`config.mk`:
```
export PLATFORM = sky130hd
export DESIGN_NAME = voice_allocator
export DESIGN_NICKNAME = d
export VERILOG_FILES = /design/src/rtl/voice_allocator_pkg.sv /design/src/rtl/voice_select.sv /design/src/rtl/voice_allocator.sv
export SDC_FILE = /design/constraint.sdc
export NUM_CORES = 1
export LEC_CHECK = 0
export CAP_MARGIN = 20
export CORE_ASPECT_RATIO = 0.6
export CORE_MARGIN = 2
export CORE_UTILIZATION = 40
export CTS_CLUSTER_DIAMETER = 120
export DETAILED_ROUTE_END_ITERATION = 16
export DONT_BUFFER_PORTS = 1
export GPL_ROUTABILITY_DRIVEN = 0
export HOLD_SLACK_MARGIN = 0.05
export SYNTH_ARGS = -nofsm -noshare
export SYNTH_HDL_FRONTEND = slang
export SYNTH_SLANG_ARGS = --single-unit
```
`constraint.sdc`:
```
create_clock -name clock_50_000_000 -period 10.35 [get_ports clock_50_000_000]
set_clock_uncertainty 0.1 [all_clocks]
set_input_delay 2.07 -clock clock_50_000_000 [delete_from_list [all_inputs] [get_ports clock_50_000_000]]
set_output_delay 2.07 -clock clock_50_000_000 [all_outputs]
set_load 0.01 [all_outputs]
```
`src/rtl/voice_allocator_pkg.sv`:
```
// Shared configuration defaults and per-voice state type for the voice allocator.
package voice_allocator_pkg;

    localparam int DEFAULT_NUM_VOICES = 8;
    localparam int DEFAULT_NOTE_WIDTH = 7;
    localparam int DEFAULT_VEL_WIDTH  = 7;

    // Lifecycle of one voice: assigned by note on, released by note off,
    // returned to the pool when its envelope finishes.
    typedef enum logic [1:0] {
        IDLE      = 2'd0,
        HELD      = 2'd1,
        RELEASING = 2'd2
    } voice_state_t;

endpackage

```
`src/rtl/voice_select.sv`:
```
// Combinational voice search: note match, first free voice and steal candidate.
module voice_select
    import voice_allocator_pkg::*;
#(
    parameter int NUM_VOICES = DEFAULT_NUM_VOICES,
    parameter int NOTE_WIDTH = DEFAULT_NOTE_WIDTH,
    parameter int AGE_WIDTH  = $clog2(NUM_VOICES) + 1
) (
    input  voice_state_t            state [NUM_VOICES],
    input  logic [NOTE_WIDTH-1:0]   note  [NUM_VOICES],
    input  logic [AGE_WIDTH-1:0]    age   [NUM_VOICES],
    input  logic [NOTE_WIDTH-1:0]   midi_note,
    output logic [NUM_VOICES-1:0]   match,
    output logic [NUM_VOICES-1:0]   free,
    output logic [NUM_VOICES-1:0]   steal
);

    logic                  found_match;
    logic                  found_free;
    logic                  found_rel;
    logic                  found_held;
    logic [AGE_WIDTH-1:0]  rel_age;
    logic [AGE_WIDTH-1:0]  held_age;
    logic [NUM_VOICES-1:0] rel_pick;
    logic [NUM_VOICES-1:0] held_pick;

    // Lowest-index one-hot picks; strict '>' on age keeps the lowest index on ties.
    always_comb begin
        match       = '0;
        free        = '0;
        steal       = '0;
        found_match = 1'b0;
        found_free  = 1'b0;
        found_rel   = 1'b0;
        found_held  = 1'b0;
        rel_age     = '0;
        held_age    = '0;
        rel_pick    = '0;
        held_pick   = '0;
        for (int unsigned i = 0; i < NUM_VOICES; i++) begin
            if (!found_match && state[i] != IDLE && note[i] == midi_note) begin
                match[i]    = 1'b1;
                found_match = 1'b1;
            end
            if (!found_free && state[i] == IDLE) begin
                free[i]    = 1'b1;
                found_free = 1'b1;
            end
            if (state[i] == RELEASING && (!found_rel || age[i] > rel_age)) begin
                rel_pick    = '0;
                rel_pick[i] = 1'b1;
                rel_age     = age[i];
                found_rel   = 1'b1;
            end
            if (state[i] == HELD && (!found_held || age[i] > held_age)) begin
                held_pick    = '0;
                held_pick[i] = 1'b1;
                held_age     = age[i];
                found_held   = 1'b1;
            end
        end
        steal = found_rel ? rel_pick : held_pick;
    end

endmodule

```
`src/rtl/voice_allocator.sv`:
```
// Polyphonic voice manager: maps MIDI note events onto envelope voices,
// stealing the oldest voice when the pool is exhausted.
module voice_allocator
    import voice_allocator_pkg::*;
#(
    parameter int NUM_VOICES = DEFAULT_NUM_VOICES,
    parameter int NOTE_WIDTH = DEFAULT_NOTE_WIDTH,
    parameter int VEL_WIDTH  = DEFAULT_VEL_WIDTH,
    parameter int AGE_WIDTH  = $clog2(NUM_VOICES) + 1
) (
    input  logic                             clock_50_000_000,
    input  logic                             reset_l,
    input  logic                             midi_valid,
    input  logic                             midi_note_on,
    input  logic [NOTE_WIDTH-1:0]            midi_note,
    input  logic [VEL_WIDTH-1:0]             midi_velocity,
    output logic                             midi_ready,
    input  logic [NUM_VOICES-1:0]            voice_envelope_end,
    output logic [NUM_VOICES-1:0]            voice_note_on,
    output logic [NUM_VOICES-1:0]            voice_note_off,
    output logic [NUM_VOICES*NOTE_WIDTH-1:0] voice_note,
    output logic [NUM_VOICES*VEL_WIDTH-1:0]  voice_velocity,
    output logic [NUM_VOICES-1:0]            voice_active
);

    voice_state_t          state  [NUM_VOICES];
    logic [NOTE_WIDTH-1:0] note_q [NUM_VOICES];
    logic [VEL_WIDTH-1:0]  vel_q  [NUM_VOICES];
    logic [AGE_WIDTH-1:0]  age    [NUM_VOICES];

    logic [NUM_VOICES-1:0] match;
    logic [NUM_VOICES-1:0] free;
    logic [NUM_VOICES-1:0] steal;
    logic [NUM_VOICES-1:0] chosen;
    logic [NUM_VOICES-1:0] release_hit;
    logic [NUM_VOICES-1:0] end_hit;
    logic                  accept;
    logic                  note_on_evt;
    logic                  note_off_evt;

    // Zero-velocity note on is a note off.
    assign accept       = midi_valid && midi_ready;
    assign note_on_evt  = accept && midi_note_on && (midi_velocity != '0);
    assign note_off_evt = accept && !note_on_evt;

    voice_select #(
        .NUM_VOICES (NUM_VOICES),
        .NOTE_WIDTH (NOTE_WIDTH),
        .AGE_WIDTH  (AGE_WIDTH)
    ) u_select (
        .state     (state),
        .note      (note_q),
        .age       (age),
        .midi_note (midi_note),
        .match     (match),
        .free      (free),
        .steal     (steal)
    );

    // Pick the note-on target by priority and flag per-voice release / end hits.
    always_comb begin
        chosen      = '0;
        release_hit = '0;
        end_hit     = '0;
        if (match != '0) begin
            chosen = match;
        end else if (free != '0) begin
            chosen = free;
        end else begin
            chosen = steal;
        end
        for (int unsigned i = 0; i < NUM_VOICES; i++) begin
            release_hit[i] = (state[i] == HELD) && (note_q[i] == midi_note);
            end_hit[i]     = voice_envelope_end[i] && (state[i] == RELEASING);
        end
    end

    // Ready handshake and one-cycle envelope pulses.
    always_ff @(posedge clock_50_000_000 or negedge reset_l) begin
        if (!reset_l) begin
            midi_ready     <= 1'b0;
            voice_note_on  <= '0;
            voice_note_off <= '0;
        end else begin
            midi_ready     <= 1'b1;
            voice_note_on  <= note_on_evt ? chosen : '0;
            voice_note_off <= note_off_evt ? release_hit : '0;
        end
    end

    // Per-voice state, assignment and age; note on takes precedence over envelope end.
    always_ff @(posedge clock_50_000_000 or negedge reset_l) begin
        if (!reset_l) begin
            for (int unsigned i = 0; i < NUM_VOICES; i++) begin
                state[i]  <= IDLE;
                note_q[i] <= '0;
                vel_q[i]  <= '0;
                age[i]    <= '0;
            end
        end else begin
            for (int unsigned i = 0; i < NUM_VOICES; i++) begin
                if (note_on_evt && chosen[i]) begin
                    state[i]  <= HELD;
                    note_q[i] <= midi_note;
                    vel_q[i]  <= midi_velocity;
                    age[i]    <= '0;
                end else if (end_hit[i]) begin
                    state[i] <= IDLE;
                    age[i]   <= '0;
                end else begin
                    if (note_on_evt && state[i] != IDLE && age[i] != '1) begin
                        age[i] <= age[i] + 1'b1;
                    end
                    if (note_off_evt && release_hit[i]) begin
                        state[i] <= RELEASING;
                    end
                end
            end
        end
    end

    genvar g;
    generate
        for (g = 0; g < NUM_VOICES; g++) begin : g_out
            assign voice_note[g*NOTE_WIDTH +: NOTE_WIDTH]  = note_q[g];
            assign voice_velocity[g*VEL_WIDTH +: VEL_WIDTH] = vel_q[g];
            assign voice_active[g]                          = (state[g] != IDLE);
        end
    endgenerate

endmodule

```
==> impl_metrics.yaml <==
placed_design:
  hpwl_um: 23280
  place_area_um2: 11770
  io_buffers: 0
  pre_cts_ws_ns: -0.9640
logic_synthesis:
  ys_types: 78
  syn-instance-count: 968
  yosysTopAreaCell: "dfrtp_1"
  yosys_warnings: 0
  synth_edf_count: 0
  synth_top_area_share_pct: 42.32
  netlist_area_um2: 10470
  synth.area.top_cells: "dfrtp_1 (42%), mux2_2 (9.4%), ha_1 (7.7%)"
  synth_seq_cells: 177
  synth_seq_area_share_pct: 42.32
  synth_nets: 1058
  synth_ff_type: "dfrtp_1"
  postSynth.asyncResetShare_pct: 100.0
  syn_avg_cell_area_um2: 10.81
critical_path:
  crit_path_frequent_cell: "a21oi_2"
  required_ns: 10.60
  crit_path_top_delay_cell: "or4_4"
  cp-end-kind: "register"
  critPathMaxFanout: 8
  start_kind: "register"
  arrival_ns: 10.97
  max_stage_delay_ns: 0.46
  worstSetupPathType: "reg -> reg"
layout:
  final_common_cell: "dfrtp_1"
  final_net_count: 1233
  syn_to_final_growth_pct: 36.86
  final_util_pct: 56.15
  n_fill_cell: 2107
  n_antenna_cell: 0
  final_cell_mix: "dfrtp_1 (177), buf_4 (154), mux2_4 (75), xnor2_1 (53), nor2_1 (52)"
  drive_above_1_share_pct: 41.96
  finalInstanceArea_um2: 14320
timing:
  rsz0062_at_grt: "true"
  holdWs_ns: 0.4337
  max_slew_margin_pct: 47.33
  hold_violations: 0
  tightest_slew_ns: 0.7828
  fin_ws_ns: -0.3764
  fmax_ghz: 0.09323
  final-max-slew-violation-count: 0
  fin_crit_sh_pct: 103.6
  finalSetupViolations: 162
  finalCriticalPeriod_ns: 10.73
floorplanning:
  fp.dieH_um: 129.3
  start_util_pct: 41.03
  core_area_um2: 25510
  rows: 45
  io_pins: 163
  die_area_um2: 27510
  die_x_um: 212.8
grt:
  grt_max_degree: 178
  grt_pass1_wl_um: 50540
  gr-usage-all-layers_pct: 24.39
  grt_overflow: 0
  grt_pass1_vias: 8482
  antenna_found_initial: 0
cts:
  hold_buffers: 0
  clk_pin_slew_ns: 0.08
  cts_made_buffers: 17
  cts_tree: "built"
  clk_latency_ns: 0.46
  clockBufferDepth: 2
  cts_num_sinks: 177
  root_buffer: "clkbuf_16"
  htree_num_levels: 4
detailed_routing:
  drc: 0
  vias: 8553
  drtIter0Drc: 484
  wl_per_cell_um: 22.77
  drt_pass1_iterations: 7
  wl_um: 34330
  vias_per_cell: 5.672
  drtAntennaViolNets: 0
run_status:
  status: "complete, but fails checks"
  violations: "setup timing"
flow_run:
  max_cap_violations: 0
worst_hold_path:
  min_path_type: "reg -> reg"
## worst max-delay path, delay by kind of cell (launching register included)
family | cells | cell delay, ns
AOI/OAI and AO/OA | 28 | 4.90
and+or+nand+nor | 11 | 1.95
adders and majority gates | 7 | 1.88
buffers and inverters | 5 | 0.74
muxes | 2 | 0.63
DFF | 1 | 0.40
## registers in the layout, summed over array words and instances (netlist names)
name            cells
voice_velocity     56
voice_note         56
voice_note_on       8
age                32
midi_ready          1
state              16
voice_note_off      8
## cells in the mapped netlist (all sizes together), types with 3 or more instances
library cell	n
a211o	5
a211oi	12
a21boi	4
a21o	13
a21oi	33
a221o	5
a22oi	6
a311oi	7
a41oi	4
and2	9
and3	6
and4	6
and4b	3
buf	28
clkbuf	5
dfrtp	177
ha	64
inv	49
mux2	125
mux2i	11
nand2	48
nand2b	14
nand3	17
nand4	27
nor2	58
nor2b	20
nor3	24
nor3b	3
nor4	9
o211ai	7
o21a	8
o21ai	24
o221ai	3
o22ai	8
o2bb2ai	3
o31ai	4
o41ai	3
or2	3
or4	6
xnor2	53
xor2	27
## kinds of logic (layout without fill, tap and decap cells)
family,count (synthesis),after routing,synth area share [%]
XOR/XNOR,80,80,6.695
buffers and inverters,82,270,3.443
AND/OR/NAND/NOR,263,263,13.70
AO/OA/AOI/OAI,165,165,11.39
adder cells (fa/ha/maj),64,64,7.652
other,1,1,0.03583
multiplexers,136,136,14.75
flip-flops,177,177,42.32
## what timing repair did
item,4_1_cts,5_1_grt
cloned,3,3
endpoints found under the setup margin,168,168
pin swaps,54,41
endpoints found under the hold margin,0,0
resized for setup,160,106
buffers inserted,43,28
## stage by stage
stage,setup TNS (ns),cells
2_1_floorplan,0,968
4_1_cts,-1.235,1480
5_1_grt,-97.30,1508
3_5_place_dp,-129.04,1403
6_report,-38.65,1508
3_3_place_gp,-76.08,1403
## cell type report
class	count	area, um2	share of cell area, %
Inverter	49	198.9	1.389
Clock inverter	14	185.2	1.293
Sequential cell	177	4429	30.93
Multi-Input combinational cell	709	6909	48.24
Timing Repair Buffer	189	1720	12.01
Clock buffer	18	439.2	3.066
Tap cell	352	440.4	3.075
## per-layer routing
metal	track usage (%)	vias up	routed length, um
li1	-	3878	-
met1	34.04	4376	16190
met2	36.62	265	14970
met3	8.410	34	2758
met4	5.389	0	412
met5	0	-	0
## path summary, 6_finish.rpt
| kind | slack, ns | end | from | depth (start not counted) |
|---|---|---|---|---|
| min | 0.43 | state[2]$_DFFE_PN0P_ | state[2]$_DFFE_PN0P_ | 2 |
| max in group asynchronous | 8.44 | age[12]$_DFFE_PN0P_ | reset_l | 0 |
| max reg2reg | -0.38 | voice_note[18]$_DFFE_PN0N_ | state[15]$_DFFE_PN0P_ | 53 |
| min reg2reg | 0.43 | state[2]$_DFFE_PN0P_ | state[2]$_DFFE_PN0P_ | 2 |
| max | -0.38 | voice_note[18]$_DFFE_PN0N_ | state[15]$_DFFE_PN0P_ | 53 |
| min in group asynchronous | 1.22 | age[5]$_DFFE_PN0P_ | reset_l | 0 |
Power is not shown: default switching activity piles up to over one toggle a cycle in this logic, so the estimate is an artifact.
